**config.mk**
```make
export PLATFORM = sky130hd
export DESIGN_NAME = calc_core
export DESIGN_NICKNAME = d
export VERILOG_FILES = /design/src/rtl/calc_pkg.sv /design/src/rtl/calc_alu.sv /design/src/rtl/calc_core.sv
export SDC_FILE = /design/constraint.sdc
export NUM_CORES = 2
export LEC_CHECK = 0
export ABC_AREA = 1
export CELL_PAD_IN_SITES_DETAIL_PLACEMENT = 1
export CELL_PAD_IN_SITES_GLOBAL_PLACEMENT = 1
export CORE_ASPECT_RATIO = 1.25
export CORE_MARGIN = 5
export CORE_UTILIZATION = 45
export CTS_BUF_LIST = sky130_fd_sc_hd__clkbuf_4
export DETAILED_ROUTE_END_ITERATION = 10
export PLACE_DENSITY_LB_ADDON = 0.1
export SYNTH_ARGS = -nofsm -noshare
export SYNTH_HDL_FRONTEND = slang
export SYNTH_HIERARCHICAL = 1
export SYNTH_SLANG_ARGS = --single-unit
```
**constraint.sdc**
```tcl
create_clock -name clk -period 27.3 [get_ports clk]
set_clock_uncertainty 0.05 [all_clocks]
set_input_delay 5.46 -clock clk [delete_from_list [all_inputs] [get_ports clk]]
set_output_delay 5.46 -clock clk [all_outputs]
set_load 0.02 [all_outputs]
```
**src/rtl/calc_pkg.sv**
```systemverilog
// Shared constants for the calculator core and the seven-segment display stage.
// Holds the state encoding, key codes, operator encoding and operand limit.
package calc_pkg;

    localparam logic [2:0] S_FIRST    = 3'd0;
    localparam logic [2:0] S_CALCUL   = 3'd1;
    localparam logic [2:0] S_SECOND   = 3'd2;
    localparam logic [2:0] S_ENTER    = 3'd3;
    localparam logic [2:0] S_RESULT   = 3'd4;
    localparam logic [2:0] S_CONTINUE = 3'd5;

    typedef enum logic [2:0] {
        ST_FIRST    = S_FIRST,
        ST_CALCUL   = S_CALCUL,
        ST_SECOND   = S_SECOND,
        ST_ENTER    = S_ENTER,
        ST_RESULT   = S_RESULT,
        ST_CONTINUE = S_CONTINUE
    } state_t;

    localparam logic [3:0] KEY_DIGIT_MAX = 4'd9;
    localparam logic [3:0] KEY_ADD       = 4'd10;
    localparam logic [3:0] KEY_SUB       = 4'd11;
    localparam logic [3:0] KEY_MUL       = 4'd12;
    localparam logic [3:0] KEY_DIV       = 4'd13;
    localparam logic [3:0] KEY_ENT       = 4'd14;
    localparam logic [3:0] KEY_CLR       = 4'd15;

    localparam logic [1:0] OP_ADD = 2'd0;
    localparam logic [1:0] OP_SUB = 2'd1;
    localparam logic [1:0] OP_MUL = 2'd2;
    localparam logic [1:0] OP_DIV = 2'd3;

    localparam int MAX_OPERAND = 9999;

    // Operator keys are contiguous, so the op code is the offset from KEY_ADD.
    function automatic logic [1:0] key_to_op(input logic [3:0] key);
        logic [3:0] ofs;
        ofs = key - KEY_ADD;
        return ofs[1:0];
    endfunction

endpackage

```
**src/rtl/calc_alu.sv**
```systemverilog
// Combinational calculator arithmetic: add, |sub| with sign, mul, floor div.
// No latency, no flow control; divide by zero yields 0 with err set.
module calc_alu
    import calc_pkg::*;
(
    input  logic [15:0] a,
    input  logic [15:0] b,
    input  logic [1:0]  op,
    output logic [31:0] result,
    output logic        neg,
    output logic        err
);

    always_comb begin
        result = '0;
        neg    = 1'b0;
        err    = 1'b0;
        case (op)
            OP_ADD: result = {16'd0, a} + {16'd0, b};
            OP_SUB: begin
                if (a < b) begin
                    neg    = 1'b1;
                    result = {16'd0, b - a};
                end else begin
                    result = {16'd0, a - b};
                end
            end
            OP_MUL: result = {16'd0, a} * {16'd0, b};
            OP_DIV: begin
                if (b == 16'd0) err = 1'b1;
                else            result = {16'd0, a / b};
            end
        endcase
    end

endmodule

```
**src/rtl/calc_core.sv**
```systemverilog
// Calculator control FSM: builds decimal operands from key strobes, result registered in ENTER.
// Keys take effect one edge after acceptance; result one edge after ENTER; no backpressure (ENTER drops keys).
module calc_core
    import calc_pkg::*;
#(
    parameter int MAX_DIGITS = 4
) (
    input  logic        clk,
    input  logic        rst_n,
    input  logic        key_valid,
    input  logic [3:0]  key_code,
    output logic [15:0] OP_A,
    output logic [15:0] OP_B,
    output logic [31:0] OP_Result,
    output logic [2:0]  current_state,
    output logic        neg,
    output logic        err
);

    // Operands below this value still have room for one more digit.
    localparam logic [15:0] APPEND_LIMIT = 16'(10 ** (MAX_DIGITS - 1));

    state_t      state_q, state_nxt;
    logic [15:0] a_q, a_nxt, b_q, b_nxt;
    logic [1:0]  op_q, op_nxt;
    logic [31:0] res_q, res_nxt;
    logic        neg_q, neg_nxt, err_q, err_nxt;

    logic        is_digit, is_op, is_ent, is_clr;
    logic [15:0] digit;
    logic [31:0] alu_res;
    logic        alu_neg, alu_err;

    assign is_digit = key_valid && (key_code <= KEY_DIGIT_MAX);
    assign is_op    = key_valid && (key_code >= KEY_ADD) && (key_code <= KEY_DIV);
    assign is_ent   = key_valid && (key_code == KEY_ENT);
    assign is_clr   = key_valid && (key_code == KEY_CLR);
    assign digit    = {12'd0, key_code};

    calc_alu u_alu (
        .a      (a_q),
        .b      (b_q),
        .op     (op_q),
        .result (alu_res),
        .neg    (alu_neg),
        .err    (alu_err)
    );

    always_comb begin
        state_nxt = state_q;
        a_nxt     = a_q;
        b_nxt     = b_q;
        op_nxt    = op_q;
        res_nxt   = res_q;
        neg_nxt   = neg_q;
        err_nxt   = err_q;
        if (is_clr) begin
            state_nxt = ST_FIRST;
            a_nxt     = '0;
            b_nxt     = '0;
            op_nxt    = OP_ADD;
            res_nxt   = '0;
            neg_nxt   = 1'b0;
            err_nxt   = 1'b0;
        end else begin
            case (state_q)
                ST_FIRST: begin
                    if (is_digit && (a_q < APPEND_LIMIT)) begin
                        a_nxt = a_q * 16'd10 + digit;
                    end else if (is_op) begin
                        op_nxt    = key_to_op(key_code);
                        state_nxt = ST_CALCUL;
                    end
                end
                ST_CALCUL, ST_CONTINUE: begin
                    if (is_digit) begin
                        b_nxt     = digit;
                        state_nxt = ST_SECOND;
                    end else if (is_op) begin
                        op_nxt = key_to_op(key_code);
                    end
                end
                ST_SECOND: begin
                    if (is_digit && (b_q < APPEND_LIMIT)) begin
                        b_nxt = b_q * 16'd10 + digit;
                    end else if (is_ent) begin
                        state_nxt = ST_ENTER;
                    end
                end
                ST_ENTER: begin
                    res_nxt   = alu_res;
                    neg_nxt   = alu_neg;
                    err_nxt   = alu_err;
                    state_nxt = ST_RESULT;
                end
                ST_RESULT: begin
                    if (is_digit) begin
                        a_nxt     = digit;
                        b_nxt     = '0;
                        res_nxt   = '0;
                        neg_nxt   = 1'b0;
                        err_nxt   = 1'b0;
                        state_nxt = ST_FIRST;
                    end else if (is_op) begin
                        // Chained calculation keeps only the low four digits of the magnitude.
                        a_nxt     = 16'(res_q % 32'(MAX_OPERAND + 1));
                        b_nxt     = '0;
                        op_nxt    = key_to_op(key_code);
                        neg_nxt   = 1'b0;
                        err_nxt   = 1'b0;
                        state_nxt = ST_CONTINUE;
                    end
                end
                default: state_nxt = ST_FIRST;
            endcase
        end
    end

    always_ff @(posedge clk or negedge rst_n) begin
        if (!rst_n) state_q <= ST_FIRST;
        else        state_q <= state_nxt;
    end

    always_ff @(posedge clk or negedge rst_n) begin
        if (!rst_n) begin
            a_q   <= '0;
            b_q   <= '0;
            op_q  <= OP_ADD;
            res_q <= '0;
            neg_q <= 1'b0;
            err_q <= 1'b0;
        end else begin
            a_q   <= a_nxt;
            b_q   <= b_nxt;
            op_q  <= op_nxt;
            res_q <= res_nxt;
            neg_q <= neg_nxt;
            err_q <= err_nxt;
        end
    end

    assign OP_A          = a_q;
    assign OP_B          = b_q;
    assign OP_Result     = res_q;
    assign current_state = state_q;
    assign neg           = neg_q;
    assign err           = err_q;

endmodule
```
# --- Word level (Yosys, flattened, before mapping) ---
# Index checks and enable logic that the tools add are counted.
classes:
  n_div: 2
  n_eq_ne: 20
  reduce_logical: 22
  add_sub_neg: 6
  n_bitwise: 0
  n_mul: 3
  muxes: 41
  shift: 0
  magnitude_cmp: 6
ops:
  columns: ["operator", "n"]
  rows:
  - ["$mux W16", 11]
  - ["$pmux W32 S4", 1]
  - ["$mux W32", 2]
  - ["$pmux W32 S2", 1]
  - ["$pmux W16 S3", 1]
  - ["$add A16 B4 Y16", 2]
  - ["$lt A16 B10 Y1 const B", 2]
  - ["$mod A32 B14 Y32 const B", 1]
  - ["$mul A16 B16 Y32", 1]
  - ["$mul A16 B3 Y15 const B", 2]
  - ["$pmux W16 S2", 1]
  - ["$sub A16 B16 Y16", 2]
  - ["$mux W3", 8]
  - ["$ne A3 B3 Y1 const B", 8]
  - ["$add A16 B16 Y17", 1]
  - ["$div A16 B16 Y16", 1]
  - ["$logic_not A16 Y1", 1]
  - ["$lt A16 B16 Y1", 1]
  - ["$pmux W3 S5", 1]
  - ["$reduce_bool A3 Y1", 3]
  - ["$eq A4 B4 Y1 const B", 2]
  - ["$le A4 B4 Y1 const B", 2]
  - ["$mux W1", 8]
  - ["$mux W2", 4]
  - ["21 further kinds", 33]
word_totals:
  memories: 0
  mem_bits_rw: 0
  in_bits: 7
  register_bits: 71
  romBits: 0
  latch_bits: 0
  word_cells: 107

# --- Longest topological paths before layout ---
depth:
  depth_word: 7
  depth_mapped: 197
  depth_no_buf: 193

# --- Modules after synthesis ---
# The synthesis kept the hierarchy.
modules_own_cells:
  columns: ["mod", "n_inst", "cells_each", "area_each_um2"]
  rows:
  - ["calc_alu", 1, 2776, 18642.9]
  - ["calc_core", 1, 2064, 13713.2]

# --- Least setup slack after synthesis ---
# No wires, ideal clock.
synth_timing:
  kind: "reg-to-reg"
  start: "register b_q[0], in the netlist OP_B[0]"
  end: "register res_q[0], in the netlist OP_Result[0]"
  setup_ps: 133
  t_arrival_ps: 22758
  period_less_slack_ps: 22941
  setup_slack_ps: 4359
  path_stages_with_launch: 187
  path_cell_list: "dfrtp_1 inv_1 ha_1 nor2_1 nor2_1 nand3_2 nand2_1 nand2_1 ha_1 nand2_1 inv_1 nand2_1 nor2_1 nand2_1 nand2_1 nand2_1 nand2_1 inv_1 (+151 left out) nand2_4 buf_2 nand2_1 o21ai_1 ha_1 o21a_1 o21a_1 o21a_1 o21a_1 o21a_1 o211ai_1 nand2_1 a21oi_1 nor2_1 o21ai_0 o221ai_1 nand3_1 o21ai_0"
synth_via:
  elab_chain_cells: 5
  elab_cells_between_ends: 12
  classes_between: "3 x add/sub; 1 x mul; 1 x div; 1 x order compare; 5 x mux; 1 x reduce/logical"
synth_rtl:
  columns: ["element", "line", "rtl"]
  rows:
  - ["from (decl)", "calc_core.sv:24", "logic [15:0] a_q, a_nxt, b_q, b_nxt;"]
  - ["from (signal assigned)", "calc_core.sv:134", "b_q <= b_nxt;"]
  - ["$div A16 B16 Y16, or another cell as far along", "calc_alu.sv:31", "else result = {16'd0, a / b};"]
  - ["$mux W16 (on tied branches)", "calc_alu.sv:30, calc_alu.sv:21", null]
  - ["$pmux W32 S4 *", "calc_alu.sv:18", "case (op)"]
  - ["named net alu_res[0]", "calc_core.sv:31", "logic [31:0] alu_res;"]
  - ["$pmux W32 S2 *", "calc_core.sv:66", "case (state_q)"]
  - ["$mux W32 *", "calc_core.sv:57", "if (is_clr) begin"]
  - ["to (signal assigned)", "calc_core.sv:136", "res_q <= res_nxt;"]
  - ["to (decl)", "calc_core.sv:26", "logic [31:0] res_q, res_nxt;"]
# The timed path passes the listed nets; every way through them passes the cells marked *.
# A chain may end at the register's enable or synchronous reset.

# --- Worst setup path after layout ---
layout_timing:
  start: "register b_q[14], in the netlist OP_B[14]"
  end: "register res_q[0], in the netlist OP_Result[0]"
layout_via:
  elab_chain_cells: 5
  elab_cells_between_ends: 8
  classes_between: "1 x div; 1 x order compare; 5 x mux; 1 x reduce/logical"
layout_rtl:
  columns: ["element", "line"]
  rows:
  - ["$div A16 B16 Y16, or another cell as far along", "calc_alu.sv:31"]
  - ["$mux W16 (on tied branches)", "calc_alu.sv:30, calc_alu.sv:21"]
  - ["$pmux W32 S4 *", "calc_alu.sv:18"]
  - ["named net alu_res[0]", "calc_core.sv:31"]
  - ["$pmux W32 S2 *", "calc_core.sv:66"]
  - ["$mux W32 *", "calc_core.sv:57"]
# Marks and branches as above.

==> results.sh <==
export IMPL_cts_hold_buf=0
export IMPL_grt_max_degree=63
export IMPL_grt_pass1_vias=33100
export IMPL_grt_pass1_wl_mm=177
export IMPL_synthArstFlopShare_pct=100
export IMPL_ys_warn_count=6
export IMPL_clk_insertion_delay_late_ps=570
export IMPL_period_share_pct=92.4
export IMPL_hold_end="neg"
export IMPL_worstReg2RegEnd="OP_Result[0]"
export IMPL_worst_setup_path_start_kind="flip-flop"
export IMPL_first_pass_iters=5
export IMPL_area_delta_synth_final_pct=6.13
export IMPL_min_path_cells=2
export IMPL_wl_per_cell_um=19.2
export IMPL_drc=0
export IMPL_synth_xor_area_share_pct=4.17
export IMPL_r2r_slack_ps=2060
export IMPL_synth_top_family_by_area="simple AND/OR/NAND/NOR gates"
export IMPL_fin_crit_ps=25240
export IMPL_synth_ff_type="dfrtp_1"
export IMPL_netlist_area_sq_um=32400
export IMPL_drv_cap=0
export IMPL_num_nets_final=5415
export IMPL_hold_viol=0
export IMPL_drt_iter0_markers=1241
export IMPL_relSlewSlack_pct=23.6
export IMPL_synth_edf_count=0
export IMPL_io_buffers=75
export IMPL_hold_path_class="flip-flop to flip-flop"
export IMPL_crit_required_ps=27670
export IMPL_setup_tns_ps=0
export IMPL_ant_nets=0
export IMPL_hpwl_mm=89.5
export IMPL_clk_pin_slew_ps=160
export IMPL_report_final_slew_viol_count=0
export IMPL_die_height_um=310
export IMPL_ios=76
export IMPL_crit_buf_inv=16
export IMPL_path_class="flip-flop to flip-flop"
export IMPL_cts_tree="yes"
export IMPL_cts_buffers_inserted=9
export IMPL_worst_path_largest_cell_delay_ps=470
export IMPL_cpMostUsedCell="nand2_1"
export IMPL_syn_inst=4840
export IMPL_synth_compound_area_share_pct=12.4
export IMPL_cp_depth=183
export IMPL_routabilityCongestion=0.957
export IMPL_fin_hold_ws_ps=482
export IMPL_via_per_inst=5.43
export IMPL_grt_use_total_pct=28.1
export IMPL_worst_pin_slew_ps=1150
export IMPL_layout_commonest_cell="nand2_1"
export IMPL_root_buffer="clkbuf_4"
export IMPL_design_core_area_sq_um=71700
export IMPL_crit_arrival_ps=25600
export IMPL_cts_sinks=71
export IMPL_drt_total_wl_mm=112
export IMPL_ys_types=82
export IMPL_synth_seq_area_share_pct=5.49
export IMPL_critPathTopFamily="simple AND/OR/NAND/NOR gates"
export IMPL_ys_ff_latch=71
export IMPL_start_util_pct=45.1
export IMPL_grt_overflow_total=0
export IMPL_worst_path_max_delay_cell="dfrtp_1"
export IMPL_hp_start="neg"
export IMPL_reg2reg_from="OP_B[14]"
export IMPL_cts_htree_levels=3
export IMPL_most_common_layout_cells="nand2_1 (1184), inv_1 (804), nand3_1 (360)"
export IMPL_syn_nets=5391
export IMPL_antenna_found_initial=4
export IMPL_vias=31600
export IMPL_die_area_sq_um=77400
export IMPL_max_freq_ghz=0.0396
export IMPL_avgSynthCellArea_sq_um=6.69
export IMPL_die_w_um=250
export IMPL_path_max_fanout=17
export IMPL_setup_viol=0
export IMPL_yosys_area_share_adder_pct=25.7
export IMPL_critPathCaptureType="flip-flop"
export IMPL_fp_row_count=110
export IMPL_status="complete, no violations"
export IMPL_clockBufferDepth=2
export IMPL_drive_gt1_share_pct=16.2
export IMPL_reg2reg_depth=183
export IMPL_muxShareOfSynthArea_pct=0
export IMPL_synthSimpleGateAreaFrac_pct=39.3
-- layer usage --
metal,global-route usage [%],vias up,part of all wire [%]
met3,2.33,175,3.7
li1,-,15400,-
met4,9.75,2,3.8
met1,34.0,15500,42
met2,52.6,553,51
met5,0,-,0.011
-- state kept, by name, summed over array words and instances (netlist names) --
name and flops:
err 1, OP_B 16, neg 1, OP_A 16, current_state 3, op_q 2, OP_Result 32
-- final cells by class --
cell class | instances | area [sq um]
clock buffers | 10 | 75.1
clock inverters | 5 | 35.0
inverters | 890 | 3410
multi-input cells | 3748 | 26600
fillers | 9585 | 37400
repair buffers | 144 | 1270
well taps | 952 | 1190
diodes | 4 | 10.0
flip-flops and latches | 71 | 1780
-- through the flow --
step / instances / utilization [%] / setup slack (ps) / area [sq um]
after floorplan: 4840 / - / 4360 / 32400
after global placement: 5783 / 47.2 / 1060 / 33900
after detailed placement: 5783 / 47.2 / 99.3 / 33900
after CTS: 5801 / 47.4 / 82.7 / 34000
after global routing: 5821 / 47.9 / -104 / 34300
final: 5824 / 47.9 / 2060 / 34300
-- worst max path at each step --
| stage | startpoint | endpoint | slack [ps] |
|---|---|---|---|
| after floorplan | OP_B[0] | OP_Result[0] | 4360 |
| after global placement | OP_B[0] | OP_Result[0] | 1060 |
| after detailed placement | OP_B[0] | OP_Result[0] | 100 |
| after CTS | OP_B[0] | OP_Result[0] | 80 |
| after global routing | OP_B[14] | OP_Result[0] | -100 |
| final | OP_B[14] | OP_Result[0] | 2060 |
-- Yosys cell counts, drive strengths merged (9+ instances only) --
| master | number | area (sq um) |
|---|---|---|
| a211oi | 11 | 87.6 |
| a21o | 9 | 67.6 |
| a21oi | 233 | 1390 |
| a31oi | 12 | 81.3 |
| and2 | 25 | 156 |
| buf | 55 | 490 |
| clkbuf | 75 | 292 |
| clkinv | 18 | 96.4 |
| dfrtp | 71 | 1780 |
| fa | 201 | 4020 |
| ha | 343 | 4290 |
| inv | 871 | 3290 |
| nand2 | 1493 | 7120 |
| nand3 | 461 | 2880 |
| nand3b | 11 | 86.3 |
| nand4 | 43 | 335 |
| nor2 | 283 | 1580 |
| nor3 | 36 | 200 |
| nor4 | 17 | 131 |
| o2111ai | 9 | 78.8 |
| o211ai | 16 | 135 |
| o21a | 15 | 114 |
| o21ai | 264 | 1450 |
| o21bai | 27 | 206 |
| o31ai | 15 | 113 |
| or2 | 33 | 209 |
| xnor2 | 36 | 315 |
| xor2 | 118 | 1030 |
-- worst register-to-register path, delay by kind of cell (launching register included) --
family	cells	cell delay, ps
xor gates and xnor gates	1	180
AOI/OAI and AO/OA	42	5700
adders and majority gates	15	4580
buffers and inverters	16	1800
DFF	1	470
and+or+nand+nor	109	12280
-- timing repair --
item / CTS / global route
cloned: 0 / 1
setup endpoints to repair: 1 / 2
pin swaps: 0 / 9
gates resized for setup: 1 / 47
endpoints found under the hold margin: 0 / 0
setup buffers: 3 / 18
-- logic make-up (layout without fill, tap and decap cells) --
group	Yosys count	count (layout)
adder cells (fa/ha/maj)	544	544
AO/OA/AOI/OAI	644	644
buffers and inverters	1022	1049
flip-flops	71	71
XOR/XNOR	154	154
AND/OR/NAND/NOR	2405	2406
other	0	4
Power is not shown: default switching activity piles up to over one toggle a cycle in this logic, so the estimate is an artifact.
